--- src/rtl/uart_tx_serializer_if.sv ---
// Host-to-serializer transmit bundle: parallel byte handshake in, serial line and status out.
// Latency: none (wires only).
// Backpressure: BUSY high means DATA_VALID is ignored; the host must wait for BUSY low.
//
// Signals:
//   TX_tick    1-CLK baud-oversample enable shared with the receive path
//   P_DATA     byte to send, sampled only on the accept cycle
//   DATA_VALID request to start a frame with P_DATA
//   PAR_TYP    0 = even parity, 1 = odd parity
//   TX_OUT     serial line, idle high
//   BUSY       frame in progress
//   TX_DONE    one-CLK pulse when the last stop bit ends
interface uart_tx_serializer_if #(
    parameter int DATA_WIDTH = 8
);
    logic                  TX_tick;
    logic [DATA_WIDTH-1:0] P_DATA;
    logic                  DATA_VALID;
    logic                  PAR_TYP;
    logic                  TX_OUT;
    logic                  BUSY;
    logic                  TX_DONE;

    modport master (
        output TX_tick,
        output P_DATA,
        output DATA_VALID,
        output PAR_TYP,
        input  TX_OUT,
        input  BUSY,
        input  TX_DONE
    );

    modport slave (
        input  TX_tick,
        input  P_DATA,
        input  DATA_VALID,
        input  PAR_TYP,
        output TX_OUT,
        output BUSY,
        output TX_DONE
    );
endinterface

--- src/rtl/uart_tx_serializer.sv ---
// UART transmit framer: start bit, DATA_WIDTH data bits LSB first, optional parity, STOP_BITS stop bits.
// Latency: TX_OUT drops to the start bit one CLK after DATA_VALID is accepted; each bit lasts OVERSAMPLE ticks.
// Backpressure: no buffering; DATA_VALID while BUSY is dropped, next accept possible on the TX_DONE cycle.
//
// Ports:
//   CLK  system clock
//   RST  asynchronous active-low reset; returns the line high and abandons any frame
//   bus  uart_tx_serializer_if.slave (TX_tick, P_DATA, DATA_VALID, PAR_TYP in; TX_OUT, BUSY, TX_DONE out)
//
// Build option: define UART_TX_PARITY_EN to insert one parity bit after the data bits.
// Without it the parity state and logic are absent and PAR_TYP is unused.
module uart_tx_serializer #(
    parameter int DATA_WIDTH = 8,
    parameter int OVERSAMPLE = 16,
    parameter int STOP_BITS  = 1
) (
    input  logic                 CLK,
    input  logic                 RST,
    uart_tx_serializer_if.slave  bus
);

    localparam int CNT_W = $clog2(OVERSAMPLE);
    localparam int IDX_W = $clog2(DATA_WIDTH);

    localparam logic [CNT_W-1:0] CNT_LAST  = CNT_W'(OVERSAMPLE - 1);
    localparam logic [IDX_W-1:0] DATA_LAST = IDX_W'(DATA_WIDTH - 1);
    localparam logic [IDX_W-1:0] STOP_LAST = IDX_W'(STOP_BITS - 1);

    typedef enum logic [2:0] {
        IDLE   = 3'd0,
        START  = 3'd1,
        DATA   = 3'd2,
`ifdef UART_TX_PARITY_EN
        PARITY = 3'd3,
`endif
        STOP   = 3'd4
    } state_t;

    state_t                state_q, state_d;
    logic [CNT_W-1:0]      cnt_q, cnt_d;
    logic [IDX_W-1:0]      idx_q, idx_d;
    logic [DATA_WIDTH-1:0] shift_q, shift_d;
    logic                  tx_out_q, tx_out_d;
    logic                  busy_q, busy_d;
    logic                  done_q, done_d;
    logic                  bit_end;

`ifdef UART_TX_PARITY_EN
    // Parity is resolved at accept time so the PARITY state only has to replay one flop.
    logic                  par_q, par_d;
`else
    logic                  unused_par_typ;
    assign unused_par_typ = bus.PAR_TYP;
`endif

    // A bit period ends on the tick that finds the counter at its last value.
    assign bit_end = bus.TX_tick && (cnt_q == CNT_LAST);

    always_comb begin
        state_d  = state_q;
        cnt_d    = cnt_q;
        idx_d    = idx_q;
        shift_d  = shift_q;
        done_d   = 1'b0;
`ifdef UART_TX_PARITY_EN
        par_d    = par_q;
`endif

        // Ticks are counted only inside a frame, so a tick on the accept cycle is not counted.
        if (state_q != IDLE && bus.TX_tick) begin
            cnt_d = bit_end ? '0 : cnt_q + 1'b1;
        end

        case (state_q)
            IDLE: begin
                if (bus.DATA_VALID) begin
                    state_d = START;
                    shift_d = bus.P_DATA;
                    cnt_d   = '0;
                    idx_d   = '0;
`ifdef UART_TX_PARITY_EN
                    par_d   = (^bus.P_DATA) ^ bus.PAR_TYP;
`endif
                end
            end
            START: begin
                if (bit_end) begin
                    state_d = DATA;
                    idx_d   = '0;
                end
            end
            DATA: begin
                if (bit_end) begin
                    if (idx_q == DATA_LAST) begin
                        idx_d   = '0;
`ifdef UART_TX_PARITY_EN
                        state_d = PARITY;
`else
                        state_d = STOP;
`endif
                    end else begin
                        idx_d   = idx_q + 1'b1;
                        shift_d = shift_q >> 1;
                    end
                end
            end
`ifdef UART_TX_PARITY_EN
            PARITY: begin
                if (bit_end) begin
                    state_d = STOP;
                    idx_d   = '0;
                end
            end
`endif
            STOP: begin
                if (bit_end) begin
                    if (idx_q == STOP_LAST) begin
                        state_d = IDLE;
                        idx_d   = '0;
                        done_d  = 1'b1;
                    end else begin
                        idx_d   = idx_q + 1'b1;
                    end
                end
            end
            default: begin
                state_d = IDLE;
            end
        endcase

        // Line level is decoded from the next state so TX_OUT leaves a flop with no gating after it.
        tx_out_d = 1'b1;
        case (state_d)
            START:   tx_out_d = 1'b0;
            DATA:    tx_out_d = shift_d[0];
`ifdef UART_TX_PARITY_EN
            PARITY:  tx_out_d = par_d;
`endif
            default: tx_out_d = 1'b1;
        endcase

        busy_d = (state_d != IDLE);
    end

    always_ff @(posedge CLK or negedge RST) begin
        if (!RST) begin
            state_q  <= IDLE;
            cnt_q    <= '0;
            idx_q    <= '0;
            shift_q  <= '0;
            tx_out_q <= 1'b1;
            busy_q   <= 1'b0;
            done_q   <= 1'b0;
`ifdef UART_TX_PARITY_EN
            par_q    <= 1'b0;
`endif
        end else begin
            state_q  <= state_d;
            cnt_q    <= cnt_d;
            idx_q    <= idx_d;
            shift_q  <= shift_d;
            tx_out_q <= tx_out_d;
            busy_q   <= busy_d;
            done_q   <= done_d;
`ifdef UART_TX_PARITY_EN
            par_q    <= par_d;
`endif
        end
    end

    assign bus.TX_OUT  = tx_out_q;
    assign bus.BUSY    = busy_q;
    assign bus.TX_DONE = done_q;

endmodule

--- src/flat_wrapper.sv ---
// flat-port wrapper written by rule: the top's interface ports become plain ports
module uart_tx_serializer_flat 
#(
    parameter int DATA_WIDTH = 8,
    parameter int OVERSAMPLE = 16,
    parameter int STOP_BITS  = 1
)
  (CLK, RST, bus_TX_tick, bus_P_DATA, bus_DATA_VALID, bus_PAR_TYP, bus_TX_OUT, bus_BUSY, bus_TX_DONE);
  uart_tx_serializer_if #(.DATA_WIDTH(DATA_WIDTH)) bus_i ();
  input  logic CLK;
  input  logic RST;
  input wire logic [$bits(bus_i.TX_tick)-1:0] bus_TX_tick;
  input wire logic [$bits(bus_i.P_DATA)-1:0] bus_P_DATA;
  input wire logic [$bits(bus_i.DATA_VALID)-1:0] bus_DATA_VALID;
  input wire logic [$bits(bus_i.PAR_TYP)-1:0] bus_PAR_TYP;
  output wire logic [$bits(bus_i.TX_OUT)-1:0] bus_TX_OUT;
  output wire logic [$bits(bus_i.BUSY)-1:0] bus_BUSY;
  output wire logic [$bits(bus_i.TX_DONE)-1:0] bus_TX_DONE;
  assign bus_i.TX_tick = bus_TX_tick;
  assign bus_i.P_DATA = bus_P_DATA;
  assign bus_i.DATA_VALID = bus_DATA_VALID;
  assign bus_i.PAR_TYP = bus_PAR_TYP;
  assign bus_TX_OUT = bus_i.TX_OUT;
  assign bus_BUSY = bus_i.BUSY;
  assign bus_TX_DONE = bus_i.TX_DONE;
  uart_tx_serializer #(.DATA_WIDTH(DATA_WIDTH), .OVERSAMPLE(OVERSAMPLE), .STOP_BITS(STOP_BITS)) u_core (.CLK(CLK), .RST(RST), .bus(bus_i));
endmodule
--- config.mk ---
export PLATFORM = sky130hd
export DESIGN_NAME = uart_tx_serializer_flat
export DESIGN_NICKNAME = d
export VERILOG_FILES = /design/src/rtl/uart_tx_serializer_if.sv /design/src/rtl/uart_tx_serializer.sv /design/src/flat_wrapper.sv
export SDC_FILE = /design/constraint.sdc
export NUM_CORES = 1
export LEC_CHECK = 0
export BUFFER_PORTS_ARGS = -buffer_cell sky130_fd_sc_hd__buf_4
export CORE_MARGIN = 4
export CORE_UTILIZATION = 36
export CTS_CLUSTER_DIAMETER = 120
export DETAILED_ROUTE_END_ITERATION = 8
export HOLD_SLACK_MARGIN = 0.03
export PLACE_DENSITY_LB_ADDON = 0.08
export RECOVER_POWER = 100
export SKIP_CTS_REPAIR_TIMING = 1
export SYNTH_ARGS = -nofsm -noshare
export SYNTH_HDL_FRONTEND = slang
export SYNTH_SLANG_ARGS = --single-unit
export TNS_END_PERCENT = 10
--- constraint.sdc ---
create_clock -name CLK -period 2.1 [get_ports CLK]
set_input_delay 0.42 -clock CLK [delete_from_list [all_inputs] [get_ports CLK]]
set_output_delay 0.42 -clock CLK [all_outputs]
set_load 0.05 [all_outputs]
== Word-level counts from Yosys, hierarchy flattened ==
Cells that the tools add are included.
Widths: inputs -> output; s select.

* Register bits after elaboration: 21
* Word-level logic and storage cells: 58

* Add/subtract/negate cells: 2
* Eq/ne operators: 12
* Muxes and demuxes: 26
* Reductions and logical operators: 10

{| class="wikitable"
|+ Operators by type and width
! cell !! number
|-
| $mux 3 || 12
|-
| $mux 8 || 3
|-
| $pmux 3 s4 || 2
|-
| $mux 4 || 4
|-
| $pmux 8 s2 || 1
|-
| $eq 3x1->1 const B || 2
|-
| $eq 3x2->1 const B || 2
|-
| $eq 3x3->1 const B || 2
|-
| $logic_not 3->1 || 2
|-
| $ne 2x1->1 const B || 3
|-
| $reduce_bool 3->1 || 2
|-
| $reduce_and 5->1 || 1
|-
| $add 4x1->4 const B || 1
|-
| $eq 4x4->1 const B || 1
|-
| $ne 2x2->1 const B || 2
|-
| $reduce_and 4->1 || 1
|-
| $reduce_bool 4->1 || 1
|-
| $add 3x1->3 const B || 1
|-
| $mux 1 || 3
|-
| $logic_and 1x1->1 || 2
|-
| $pmux 1 s2 || 1
|-
| $reduce_bool 2->1 || 1
|}

== Logic depth before layout (Yosys ltp) ==
Gate-level depths: netlist of the first run.

* Depth in word-level cells: 6
* Depth in mapped cells: 6
* Depth with buffers taken out: 6

== Worst setup path after synthesis of the first run ==
Ideal clock, no wire load.

* Kind: reg2reg
* From: register u_core.cnt_q[0]
* To: register u_core.idx_q[0]
* Library setup time: 0.125 ns
* Data arrival time: 1.503 ns
* Required time: 1.975 ns
* Slack: 0.472 ns
* Stages on the path, launching flop included: 7
* Buffers on the path: 1
* Clock period less this slack: 1.628 ns
* Cell sequence: dfrtp_1 ha_1 and4_4 buf_6 a22oi_4 nand3_2 mux2_4

* Word-level cells in the longest chain between the ends: 4
* Elaborated cells between the ends (all ways): 6
* Those cells by class: eq/ne (4); reduce/logical (2)

{| class="wikitable"
|+ RTL lines
! item !! line !! RTL
|-
| start: declaration || uart_tx_serializer.sv:40 || <nowiki>logic [CNT_W-1:0] cnt_q, cnt_d;</nowiki>
|-
| start signal: assignment || uart_tx_serializer.sv:159 || <nowiki>cnt_q <= cnt_d;</nowiki>
|-
| $eq 4x4->1 (*) || uart_tx_serializer.sv:57 || <nowiki>assign bit_end = bus.TX_tick && (cnt_q == CNT_LAST);</nowiki>
|-
| $logic_and 1x1->1 (*) || uart_tx_serializer.sv:57 ||
|-
| $ne 2x1->1 (no line) || n/a ||
|-
| $reduce_and 5->1 (no line) (*) || n/a ||
|-
| end signal: assignment || uart_tx_serializer.sv:160 || <nowiki>idx_q <= idx_d;</nowiki>
|-
| end: declaration || uart_tx_serializer.sv:41 || <nowiki>logic [IDX_W-1:0] idx_q, idx_d;</nowiki>
|}

Mark *: on every way between the ends. The rest lies on a longest branch, timed or not.
A chain may end at the register's enable or synchronous reset.

== Worst setup path in the final report of the first run ==
* From: register u_core.idx_q[0]
* To: register u_core.shift_q[4]

* Word-level cells in the longest chain between the ends: 3

{| class="wikitable"
|+ RTL lines
! item !! line !! RTL
|-
| $eq 3x3->1 || uart_tx_serializer.sv:94 || <nowiki>if (idx_q == DATA_LAST) begin</nowiki>
|-
| $ne 2x2->1 (no line) || n/a ||
|-
| $reduce_and 4->1 (no line) || n/a ||
|-
| end signal: assignment || uart_tx_serializer.sv:161 || <nowiki>shift_q <= shift_d;</nowiki>
|-
| end: declaration || uart_tx_serializer.sv:42 || <nowiki>logic [DATA_WIDTH-1:0] shift_q, shift_d;</nowiki>
|}

No other way between the ends.

==> run summary, run 1 <==
The min-delay analysis places its worst path in the category in2reg. The signal on the critical path passes through ha_1 > ha_1 > nor3_1 > o21ai_2 > a221o_1. The largest fanout on the critical path came out at 7.

The kind of cell with the highest combined delay along the critical path is compound AO/OA/AOI/OAI gates. Derived from the worst setup path, the maximum achievable clock frequency is 547 MHz. The post-route clock period utilization came out at 0.870.

The mean instance size in the synthesized netlist came out at 11.0 sq um. The wire length of the first global-routing pass is 4.29 mm. The clock arrives with 0.00233 ns of skew. The via total after detailed routing came out at 909. The standard-cell row count came out at 21. The power per cell area is a little under 900 mW/mm^2.

The non-filler instance count after layout is about 170. The synthesized net count is 130. The area enclosed by the die boundary came out at 0.00444 sq mm. The number of antenna violations at the first check in global routing came out at 0. The critical path capture point type is a flip-flop. The number of pins with negative max-slew slack in the final report is 0. The clock-pin slew on the worst setup and hold paths came out at approximately 0.12 ns. The total design power is 1.18 mW. The final layout contains 145 nets. TritonCTS built the clock tree. For this run, the leading register cell type out of synthesis is sky130_fd_sc_hd__dfrtp_1. The starting density of the core came out at 0.371. The proportion of netlist area held by the largest area contributor is 0.404. Ranked by total cell area, the synthesized netlist is headed by sky130_fd_sc_hd__dfrtp_1 40%, sky130_fd_sc_hd__a221o_1 4.8%, sky130_fd_sc_hd__ha_1 4.0%. The final number of setup-violating endpoints came out at 0. For the worst setup path, the data required time is 2.30 ns. The total count of hold-check failures in the final report is 0.

The number of synthesized register bits is 21. The number of buffers inserted by port buffering came out at 14. The last weighted congestion value of the routability-driven placer came out at 0.756. The async set-reset flop share out of synthesis came out at 1.00. The horizontal die dimension came out at between 60 and 70 microns. After detailed routing, the number of remaining DRC violations is 0. Setup repair after global routing left no endpoint under its margin. Of the cells placed in the final design, the portion with a size suffix greater than 1 is 0.220.

The overall routed net length is 2.52 mm. The number of global-route vias before repair is between 900 and 1000. After technology mapping, the gate count stands at 113. The number of max-capacitance violations reported came out at 0.

The floorplan die height is approximately 67 microns. The total buffers and inverters traversed by the critical path came out at 0. The post-route worst setup slack is 0.273 ns. The mean routed wirelength per cell came out at 14.6 microns. The half-perimeter wire length after detailed placement came out at 1.83 mm. The synthesis-to-layout area growth is 8.89%. STA classifies the critical path startpoint as a flip-flop. In this design, the stage delay of the slowest critical-path cell is 0.43 ns. The worst hold margin is about 0.36 ns. During synthesis, Yosys emitted a total of 0 warnings. The core area came out at 0.00334 sq mm.

The transition time of the tightest slew-check pin came out at approximately 1.1 ns. The core occupancy in the finished layout came out at 0.404. The most common cell after layout, fill and taps aside is sky130_fd_sc_hd__dfrtp_1. The cell area after synthesis is approximately 0.0012 sq mm. The number of H-tree levels came out at 1. Yosys mapped the design onto 45 distinct sky130hd cell types. The CTS root buffer is sky130_fd_sc_hd__clkbuf_4. Dividing the detail-routed via count by the number of cells gives about 5.3. The largest individual stage delay along the critical path comes from the cell sky130_fd_sc_hd__dfrtp_1. The detailed router finished its first iteration with 17 violations. Summed over all layers, the global routing overflow is 0. The run finished with clean final reports.

Across every metal layer, demand over resource in global routing totals 0.129. The shortest period the worst path allows came out at 1.83 ns. The total leakage power is 0.607 nW.

The worst slack after detailed placement is 0.341 ns. The most numerous cell type found on the critical path is sky130_fd_sc_hd__ha_1. In this run the count of I/O pins placed on the die edge is 16. The number of clock sinks came out at 21.

The first detailed-routing pass ran for 4 iterations. In the layout the commonest cells are 20 x sky130_fd_sc_hd__dfrtp_1, 12 x sky130_fd_sc_hd__buf_4, 10 x sky130_fd_sc_hd__o21ai_0, 8 x sky130_fd_sc_hd__nand2_1. The later pin in the worst-skew pair is clocked with a latency of between 0.3 and 0.4 ns.

sky130_fd_sc_hd__dfrtp_1 takes more of the synthesized area than any other cell. The largest net degree at the start of global routing is 22. The total negative slack for setup checks is 0 ns. The finished cells cover 0.00135 sq mm. The number of nets with antenna violations after detailed routing came out at 0.

The critical path is of the reg2reg type. The peak supply drop is 0.000358 V. The antenna cell count is 0.

The standard cell area after detailed placement is 0.00136 sq mm. The number of buffers on the longest clock path came out at 2. The worst slew slack as a fraction of its limit came out at 0.253.

The number of buffers inserted during clock tree synthesis is 3. Data on the critical path arrives at its endpoint at 2.03 ns. For this run, the register share of the synthesized area comes to 0.425. Counting tap cells, the placed design contains a total of ~170 instances.

In this run, synthesis inferred 0 flip-flops with an integrated enable.
## cell usage after synthesis (3+ instances only)
master                    count
sky130_fd_sc_hd__nand2_1      8
sky130_fd_sc_hd__a221o_1      6
sky130_fd_sc_hd__ha_1         4
sky130_fd_sc_hd__and3_1       6
sky130_fd_sc_hd__nor2_1       5
sky130_fd_sc_hd__o21ai_0     10
sky130_fd_sc_hd__dfrtp_1     20
sky130_fd_sc_hd__nor3_1       3
sky130_fd_sc_hd__inv_1        4
## routing by layer
| metal | up-vias | GRT usage | routed length (microns) |
|---|---|---|---|
| met2 | 15 | 0.207 | 1180 |
| met4 | 0 | 0.0381 | 23 |
| met1 | 438 | 0.165 | 1220 |
| met5 | - | 0 | 0 |
| li1 | 454 | - | - |
| met3 | 2 | 0.0405 | 107 |
## report_power, final
part           total, mW  switching, mW  internal, mW  leakage (nW)
combinational      0.350          0.174         0.176         0.333
sequential         0.632         0.0978         0.534         0.256
clock              0.201          0.130        0.0711        0.0177
## layout make-up
type / instances / area (sq um)
clock inverter: 1 / 5.00
sequential: 21 / 527
fill: 355 / 1990
inverter: 4 / 15.0
multi-input combinational: 81 / 607
clock buffer: 3 / 22.5
timing repair buffer: 17 / 115
tap: 46 / 57.6
## cells by family (layout without fill, tap and decap cells)
| family | after synthesis | after routing | synth area share |
|---|---|---|---|
| multiplexers | 4 | 4 | 0.0374 |
| flip-flops | 21 | 21 | 0.425 |
| AND/OR/NAND/NOR | 41 | 41 | 0.231 |
| AO/OA/AOI/OAI | 32 | 32 | 0.207 |
| adder cells (fa/ha/maj) | 4 | 4 | 0.0404 |
| buffers and inverters | 11 | 25 | 0.0586 |
## path summary, 6_finish.rpt
path                                               start                            end  slack (ns)  cells past startpoint
max                          u_core.idx_q[0]$_DFFE_PN0P_  u_core.shift_q[4]$_DFFE_PN0P_        0.27                      5
min                                        bus_P_DATA[7]  u_core.shift_q[7]$_DFFE_PN0P_        0.36                      2
max reg2reg                  u_core.idx_q[0]$_DFFE_PN0P_  u_core.shift_q[4]$_DFFE_PN0P_        0.27                      5
min reg2reg                u_core.shift_q[7]$_DFFE_PN0P_  u_core.shift_q[7]$_DFFE_PN0P_        0.51                      1
max in group asynchronous                            RST      u_core.cnt_q[2]$_DFF_PN0_        0.60                      2
min in group asynchronous                            RST    u_core.state_q[0]$_DFF_PN0_        0.83                      2
## registers in the layout (all words and copies together), names as in the netlist
| name | flops |
|---|---|
| u_core.bus.BUSY | 1 |
| u_core.bus.TX_DONE | 1 |
| u_core.bus.TX_OUT | 1 |
| u_core.cnt_q | 4 |
| u_core.idx_q | 3 |
| u_core.shift_q | 8 |
| u_core.state_q | 3 |
Power figures use the tool's default switching activity.
==> run 2, diff against run 1 <==
--- a/config.mk
+++ b/config.mk
@@ -7,7 +7,7 @@
 export LEC_CHECK = 0
 export BUFFER_PORTS_ARGS = -buffer_cell sky130_fd_sc_hd__buf_4
 export CORE_MARGIN = 4
-export CORE_UTILIZATION = 36
+export CORE_UTILIZATION = 55
 export CTS_CLUSTER_DIAMETER = 120
 export DETAILED_ROUTE_END_ITERATION = 8
 export HOLD_SLACK_MARGIN = 0.03
==> constraint.sdc (replaced) <==
create_clock -name CLK -period 2.1 [get_ports CLK]
set_input_delay 0.21 -clock CLK [delete_from_list [all_inputs] [get_ports CLK]]
set_output_delay 0.21 -clock CLK [all_outputs]
set_load 0.05 [all_outputs]
==> run summary, run 2 (synthesis results as in run 1) <==
The core area was 0.00204 sq mm (was 0.00334 sq mm). The number of H-tree levels is 1 (unchanged). The power per cell area is 896 mW/mm^2 (was 877 mW/mm^2). The per-cell via count in the routed design came out at 6.08 (was 5.25). The net switching power of the design is 0.388 mW (was 0.402 mW). The largest fanout on the critical path is 7 (unchanged).

The critical path capture point type was a flip-flop (unchanged). The wire length of the first global-routing pass came out at 4.09 mm (was 4.29 mm). The total leakage power came to 0.594 nW (was 0.607 nW). The number of nets with antenna violations after detailed routing is 0 (unchanged). The CTS root buffer is sky130_fd_sc_hd__clkbuf_4 (unchanged).

The mean routed wirelength per cell is 15.2 microns (was 14.6 microns). The most common cell after layout, fill and taps aside was sky130_fd_sc_hd__dfrtp_1 (unchanged). The design internal power is 0.779 mW (was 0.781 mW). The remaining design rule violation count was 0 (unchanged). The I/O pin count is 16 (unchanged). The relative contribution of sequential cells to total power came out at 0.545 (was 0.534).

The net switching fraction of the power came out at 0.333 (was 0.340). The non-filler instance count after layout is 153 (was 173). The worst slack after detailed placement came out at 0.368 ns (was 0.341 ns). The number of max-capacitance violations reported is 0 (unchanged). The number of global-route vias before repair came to 912 (was 911). The category of the most critical setup path is reg2reg (unchanged). The antenna cell count is 0 (unchanged). The total global-route track usage is 0.161 (was 0.129). The residual overflow from global routing is 0 (unchanged). The number of antenna violations at the first check in global routing is 0 (unchanged). The half-perimeter wire length after detailed placement is 1.68 mm (was 1.83 mm).

The data required time at the worst endpoint came out at 2.28 ns (was 2.30 ns). The area enclosed by the die boundary is 0.00308 sq mm (was 0.00444 sq mm). The class of the worst hold path is in2reg (unchanged). The overall routed net length came out at 2.32 mm (was 2.52 mm). The number of clock sinks was 21 (unchanged). The first-pass iteration count of the detailed router came out at 4 (unchanged).

The endpoint arrival time on the critical path came to 2.03 ns (about the same). The top register by number of flip-flops is u_core.shift_q (unchanged). The starting density of the core was 0.607 (was 0.371). The clock skew after layout is 0.00219 ns (was 0.00233 ns).

The worst slew slack as a fraction of its limit came out at 0.256 (was 0.253). The number of cells in the design after placement is 148 (was 168). The post-route worst setup slack was 0.250 ns (was 0.273 ns). The last weighted congestion value of the routability-driven placer came to 0.824 (was 0.756).

The timing-limited maximum frequency came out at 541 MHz (was 547 MHz). The via total after detailed routing is 931 (was 909). The shortest period the worst path allows is 1.85 ns (was 1.83 ns). The clock latency on the worst-skew pair is 0.29 ns (was 0.31 ns). Run status: complete, no violations (unchanged). The total count of hold-check failures in the final report is 0 (unchanged). The peak supply drop came out at 0.000539 V (was 0.000358 V). The total negative slack for setup checks was 0 ns (unchanged). The number of pins with negative max-slew slack in the final report came out at 0 (unchanged). The clock-pin slew on the worst setup and hold paths came to 0.11 ns (was 0.12 ns). RSZ-0062 raised after global routing: false (unchanged). The standard-cell row count came to 16 (was 21). The number of nets in the final layout is 144 (was 145). The post-route clock period utilization came out at 0.881 (was 0.870).

The synthesis-to-layout area growth came out at 5.15% (was 8.89%). The floorplan die height is 55.5 microns (was 66.7 microns). Biggest regs: u_core.shift_q x8, u_core.cnt_q x4 (unchanged). The transition time of the tightest slew-check pin came out at 1.12 ns (about the same). The combinational power share is 0.295 (was 0.296). The share of layout cells above drive strength 1 is 0.183 (was 0.220). The flip-flop count of the largest register after layout came out at 8 (unchanged).

The clock tree from TritonCTS was done (unchanged). The number of buffers inserted by port buffering came out at 14 (unchanged). The horizontal die dimension came out at 55.5 microns (was 66.7 microns). The number of buffers inserted during clock tree synthesis was 3 (unchanged). The final-layout fill cell count came out at 180 (was 355). The largest net degree at the start of global routing came out at 22 (unchanged). The part of the total power dissipated in the clock network is 0.161 (was 0.170). Top library cells by usage in the layout, fill and taps aside: 20 x sky130_fd_sc_hd__dfrtp_1, 10 x sky130_fd_sc_hd__o21ai_0, 10 x sky130_fd_sc_hd__buf_4, 8 x sky130_fd_sc_hd__nand2_1 (was 20 x sky130_fd_sc_hd__dfrtp_1, 12 x sky130_fd_sc_hd__buf_4, 10 x sky130_fd_sc_hd__o21ai_0, 8 x sky130_fd_sc_hd__nand2_1). The kind of start point of the critical path is a flip-flop (unchanged). The final number of setup-violating endpoints came out at 0 (unchanged). The DRC violation total after the first TritonRoute iteration is 18 (was 17). The number of buffers on the longest clock path is 2 (unchanged).
==> run 2: final timing paths <==
kind | start | endpoint | slack [ns] | cells past startpoint
setup / recovery | u_core.cnt_q[0]$_DFF_PN0_ | u_core.shift_q[3]$_DFFE_PN0P_ | 0.25 | 5
hold / removal | bus_P_DATA[7] | u_core.shift_q[7]$_DFFE_PN0P_ | 0.17 | 2
setup reg to reg | u_core.cnt_q[0]$_DFF_PN0_ | u_core.shift_q[3]$_DFFE_PN0P_ | 0.25 | 5
hold reg to reg | u_core.shift_q[7]$_DFFE_PN0P_ | u_core.shift_q[7]$_DFFE_PN0P_ | 0.53 | 1
max in group asynchronous | RST | u_core.shift_q[5]$_DFFE_PN0P_ | 0.80 | 2
min in group asynchronous | RST | u_core.shift_q[1]$_DFFE_PN0P_ | 0.64 | 2
==> run 2: metal layers <==
| metal | track usage | share of wire | vias up |
|---|---|---|---|
| li1 | - | - | 452 |
| met1 | 0.213 | 0.47 | 453 |
| met2 | 0.264 | 0.47 | 24 |
| met3 | 0.0303 | 0.053 | 2 |
| met4 | 0.0521 | 0.0052 | 0 |
| met5 | 0 | 0 | - |
==> run 2: power by group through the flow <==
stage | sequential, mW | clock [mW] | combinational (mW)
detailed placement | 0.647 | 0 | 0.366
floorplan | 0.634 | 0 | 0.279
CTS | 0.639 | 0.202 | 0.366
finish | 0.636 | 0.188 | 0.344
global placement | 0.641 | 0 | 0.348
global route | 0.654 | 0.222 | 0.384
==> run 2: layout make-up <==
type                       instances  area [sq um]  area share
multi-input combinational         81           597       0.458
sequential                        21           527       0.404
timing repair buffer              16           104      0.0797
tap                               27          33.8      0.0259
clock buffer                       4          26.3      0.0202
inverter                           4          15.0      0.0115
==> run 2: worst max-delay path: stages (launching register included) <==
cell	delay (ns)
sky130_fd_sc_hd__dfrtp_1	0.40
sky130_fd_sc_hd__ha_1	0.23
sky130_fd_sc_hd__nand4_1	0.26
sky130_fd_sc_hd__nor3_1	0.23
sky130_fd_sc_hd__o21ai_1	0.21
sky130_fd_sc_hd__a221o_1	0.41
==> run 2: per-stage QoR <==
stage / power (mW) / cell area [sq um] / hold slack, ns / utilization
2_1_floorplan: 0.913 / 1240 / -0.0856 / -
3_3_place_gp: 0.989 / 1330 / 0.103 / 0.650
3_5_place_dp: 1.01 / 1330 / 0.109 / 0.650
4_1_cts: 1.21 / 1350 / -0.233 / 0.663
5_1_grt: 1.26 / 1300 / 0.153 / 0.638
6_report: 1.17 / 1300 / 0.168 / 0.638
==> run 3, diff against run 2 <==
==> constraint.sdc (replaced) <==
create_clock -name CLK -period 2.2 [get_ports CLK]
set_input_delay 0.22 -clock CLK [delete_from_list [all_inputs] [get_ports CLK]]
set_output_delay 0.22 -clock CLK [all_outputs]
set_load 0.05 [all_outputs]
==> run summary, run 3 (synthesis results as in run 1) <==
Cells along the critical path: ha_1 > and4_1 > nand3_1 > nand3_1 > mux2_4 (was ha_1 > nand4_1 > nor3_1 > o21ai_1 > a221o_1). The via total after detailed routing is 931 (unchanged). The share of layout cells above drive strength 1 came out at 0.190 (was 0.183). The clock-pin slew on the worst setup and hold paths is 0.11 ns (about the same). The number of global-route vias before repair was 901 (was 912). The peak supply drop is 0.000482 V (was 0.000539 V). The shortest period the worst path allows is 1.89 ns (was 1.85 ns). The category of the most critical setup path is reg2reg (unchanged). The clock latency on the worst-skew pair is 0.30 ns (was 0.29 ns). The final-layout fill cell count is 179 (was 180). The DRC violation total after the first TritonRoute iteration came to 16 (was 18). The worst slew slack as a fraction of its limit is 0.271 (was 0.256). Biggest regs: u_core.shift_q x8, u_core.cnt_q x4 (unchanged). The starting density of the core came out at 0.607 (unchanged). The area enclosed by the die boundary is 0.00308 sq mm (unchanged). The floorplan die height came out at 55.5 microns (unchanged). The synthesis-to-layout area growth came out at 5.56% (was 5.15%).

The endpoint arrival time on the critical path is 2.09 ns (was 2.03 ns). The number of pins with negative max-slew slack in the final report came out at 0 (unchanged). The delay of the slowest critical-path stage came to 0.47 ns (was 0.41 ns).

The clock tree from TritonCTS is done (unchanged). The largest net degree at the start of global routing is 22 (unchanged). The number of buffers inserted by port buffering came out at 14 (unchanged). The number of cells in the design after placement is 148 (unchanged).

The most frequent cell on the critical path is sky130_fd_sc_hd__nand3_1. RSZ-0062 raised after global routing: false (unchanged). The non-filler instance count after layout came out at 153 (unchanged). The final number of setup-violating endpoints is 0 (unchanged).

The flip-flop count of the largest register after layout came out at 8 (unchanged). The first-pass iteration count of the detailed router is 4 (unchanged). The residual overflow from global routing came out at 0 (unchanged). The slowest stage cell on the critical path was sky130_fd_sc_hd__and4_1 (was sky130_fd_sc_hd__a221o_1). The number of cell instances on the worst register-to-register path is 5 (unchanged). The total leakage power came to 0.595 nW (was 0.594 nW). The class of the worst hold path was in2reg (unchanged). The number of instances on the worst hold path came to 2 (unchanged).

The number of buffers inserted during clock tree synthesis came out at 3 (unchanged). The total global-route track usage came out at 0.160 (was 0.161). The clock skew after layout came out at 0.00639 ns (was 0.00219 ns). The last weighted congestion value of the routability-driven placer is 0.826 (was 0.824). The data required time at the worst endpoint came out at 2.40 ns (was 2.28 ns).

The largest fanout on the critical path came out at 8 (was 7). The startpoint of the worst register-to-register path is u_core.cnt_q[0]$_DFF_PN0_ (unchanged). The number of max-capacitance violations reported is 0 (unchanged).

The number of H-tree levels came to 1 (unchanged). Run status: complete, no violations (unchanged). The power per cell area is 852 mW/mm^2 (was 896 mW/mm^2).

The CTS root buffer was sky130_fd_sc_hd__clkbuf_4 (unchanged). The top register by number of flip-flops was u_core.shift_q (unchanged). The horizontal die dimension came to 55.5 microns (unchanged). The total negative slack for setup checks is 0 ns (unchanged).

The number of clock sinks came out at 21 (unchanged). The half-perimeter wire length after detailed placement is 1.67 mm (was 1.68 mm). The number of antenna violations at the first check in global routing came out at 0 (unchanged). The number of nets with antenna violations after detailed routing came out at 0 (unchanged). The wire length of the first global-routing pass came out at 3.95 mm (was 4.09 mm). The critical path capture point type is a flip-flop (unchanged). The most common cell after layout, fill and taps aside is sky130_fd_sc_hd__dfrtp_1 (unchanged).

The mean routed wirelength per cell came out at 15.0 microns (was 15.2 microns). The post-route clock period utilization came out at 0.860 (was 0.881). The core area came out at 0.00204 sq mm (unchanged). The I/O pin count was 16 (unchanged). The per-cell via count in the routed design came out at 6.08 (unchanged). The standard-cell row count is 16 (unchanged). The remaining design rule violation count came out at 0 (unchanged). The end point of the worst hold path is u_core.shift_q[7]$_DFFE_PN0P_ (unchanged).

The total buffers and inverters traversed by the critical path came to 0 (unchanged). The reg-to-reg setup timing slack came out at 0.31 ns (was 0.25 ns). The total count of hold-check failures in the final report is 0 (unchanged). The worst hold path startpoint was bus_P_DATA[7] (unchanged).

The antenna cell count came out at 0 (unchanged). The number of buffers on the longest clock path came out at 2 (unchanged). The kind of start point of the critical path was a flip-flop (unchanged). The number of nets in the final layout was 144 (unchanged).

The terminus of the critical flop-to-flop path is u_core.idx_q[0]$_DFFE_PN0P_ (was u_core.shift_q[3]$_DFFE_PN0P_). The transition time of the tightest slew-check pin is 1.09 ns (was 1.12 ns). Top library cells by usage in the layout, fill and taps aside: 20 x sky130_fd_sc_hd__dfrtp_1, 10 x sky130_fd_sc_hd__o21ai_0, 10 x sky130_fd_sc_hd__buf_4, 8 x sky130_fd_sc_hd__nand2_1 (unchanged). The cell class contributing the biggest share of worst-path delay is simple AND/OR/NAND/NOR gates (was compound AO/OA/AOI/OAI gates). The overall routed net length came out at 2.30 mm (was 2.32 mm). The timing-limited maximum frequency came out at 529 MHz (was 541 MHz).
[run 3: cell types whose count changed in the layout (fill, tap and decap cells not counted)]
cell	before	now
sky130_fd_sc_hd__nand3_1	3	4
sky130_fd_sc_hd__and4_1	1	2
sky130_fd_sc_hd__nor4b_1	1	0
sky130_fd_sc_hd__nor4b_2	0	1
sky130_fd_sc_hd__or3b_4	0	1
sky130_fd_sc_hd__mux2_4	0	1
sky130_fd_sc_hd__mux2_1	1	0
sky130_fd_sc_hd__or3b_1	1	0
sky130_fd_sc_hd__nand3_2	1	0
sky130_fd_sc_hd__and4_4	1	0
[run 3: cell type report]
cell class	instances	area, sq um	share of cell area
Sequential cell	21	527	0.403
Tap cell	27	33.8	0.0258
Clock buffer	4	26.3	0.0201
Multi-Input combinational cell	81	602	0.460
Inverter	4	15.0	0.0115
Timing Repair Buffer	16	104	0.0794
[run 3: metrics by stage]
step / utilization / power, mW / area [sq um] / setup WS, ns / hold slack, ns
detailed placement: 0.650 / 0.967 / 1330 / 0.461 / 0.116
finish: 0.640 / 1.11 / 1310 / 0.309 / 0.178
floorplan: - / 0.871 / 1240 / 0.572 / -0.0756
global route: 0.640 / 1.20 / 1310 / 0.203 / 0.163
CTS: 0.663 / 1.15 / 1350 / 0.438 / -0.229
global placement: 0.650 / 0.944 / 1330 / 0.495 / 0.113
[run 3: power by group]
| group | total [mW] | internal (mW) | switching (mW) | leakage (nW) |
|---|---|---|---|---|
| Sequential | 0.606 | 0.510 | 0.0960 | 0.256 |
| Combinational | 0.328 | 0.164 | 0.164 | 0.324 |
| Clock | 0.180 | 0.0706 | 0.109 | 0.0150 |
| Total | 1.11 | 0.745 | 0.369 | 0.595 |
[run 3: metal layers]
layer | share of wire | track usage | vias to the layer above | wire (microns)
met4 | 0.019 | 0.0833 | 0 | 44
li1 | - | - | 455 | -
met1 | 0.46 | 0.192 | 460 | 1070
met3 | 0.040 | 0.0350 | 4 | 92
met5 | 0 | 0 | - | 0
met2 | 0.48 | 0.265 | 12 | 1100
[run 3: worst register-to-register path: cells and delay by family, from the launching register on]
kind          cells  cell delay, ns
flops             1            0.40
fa+ha+maj         1            0.23
mux               1            0.32
simple gates      3            0.85
[run 3: worst max-delay path by stage]
stage	startpoint	end	slack, ns	cells past startpoint
2_1_floorplan	u_core.cnt_q[0]$_DFF_PN0_	u_core.idx_q[0]$_DFFE_PN0P_	0.57	6
3_3_place_gp	u_core.idx_q[0]$_DFFE_PN0P_	u_core.shift_q[6]$_DFFE_PN0P_	0.49	5
3_5_place_dp	u_core.idx_q[0]$_DFFE_PN0P_	u_core.shift_q[4]$_DFFE_PN0P_	0.46	5
4_1_cts	u_core.idx_q[0]$_DFFE_PN0P_	u_core.shift_q[4]$_DFFE_PN0P_	0.44	5
5_1_grt	u_core.cnt_q[0]$_DFF_PN0_	u_core.idx_q[0]$_DFFE_PN0P_	0.20	5
6_report	u_core.cnt_q[0]$_DFF_PN0_	u_core.idx_q[0]$_DFFE_PN0P_	0.31	5
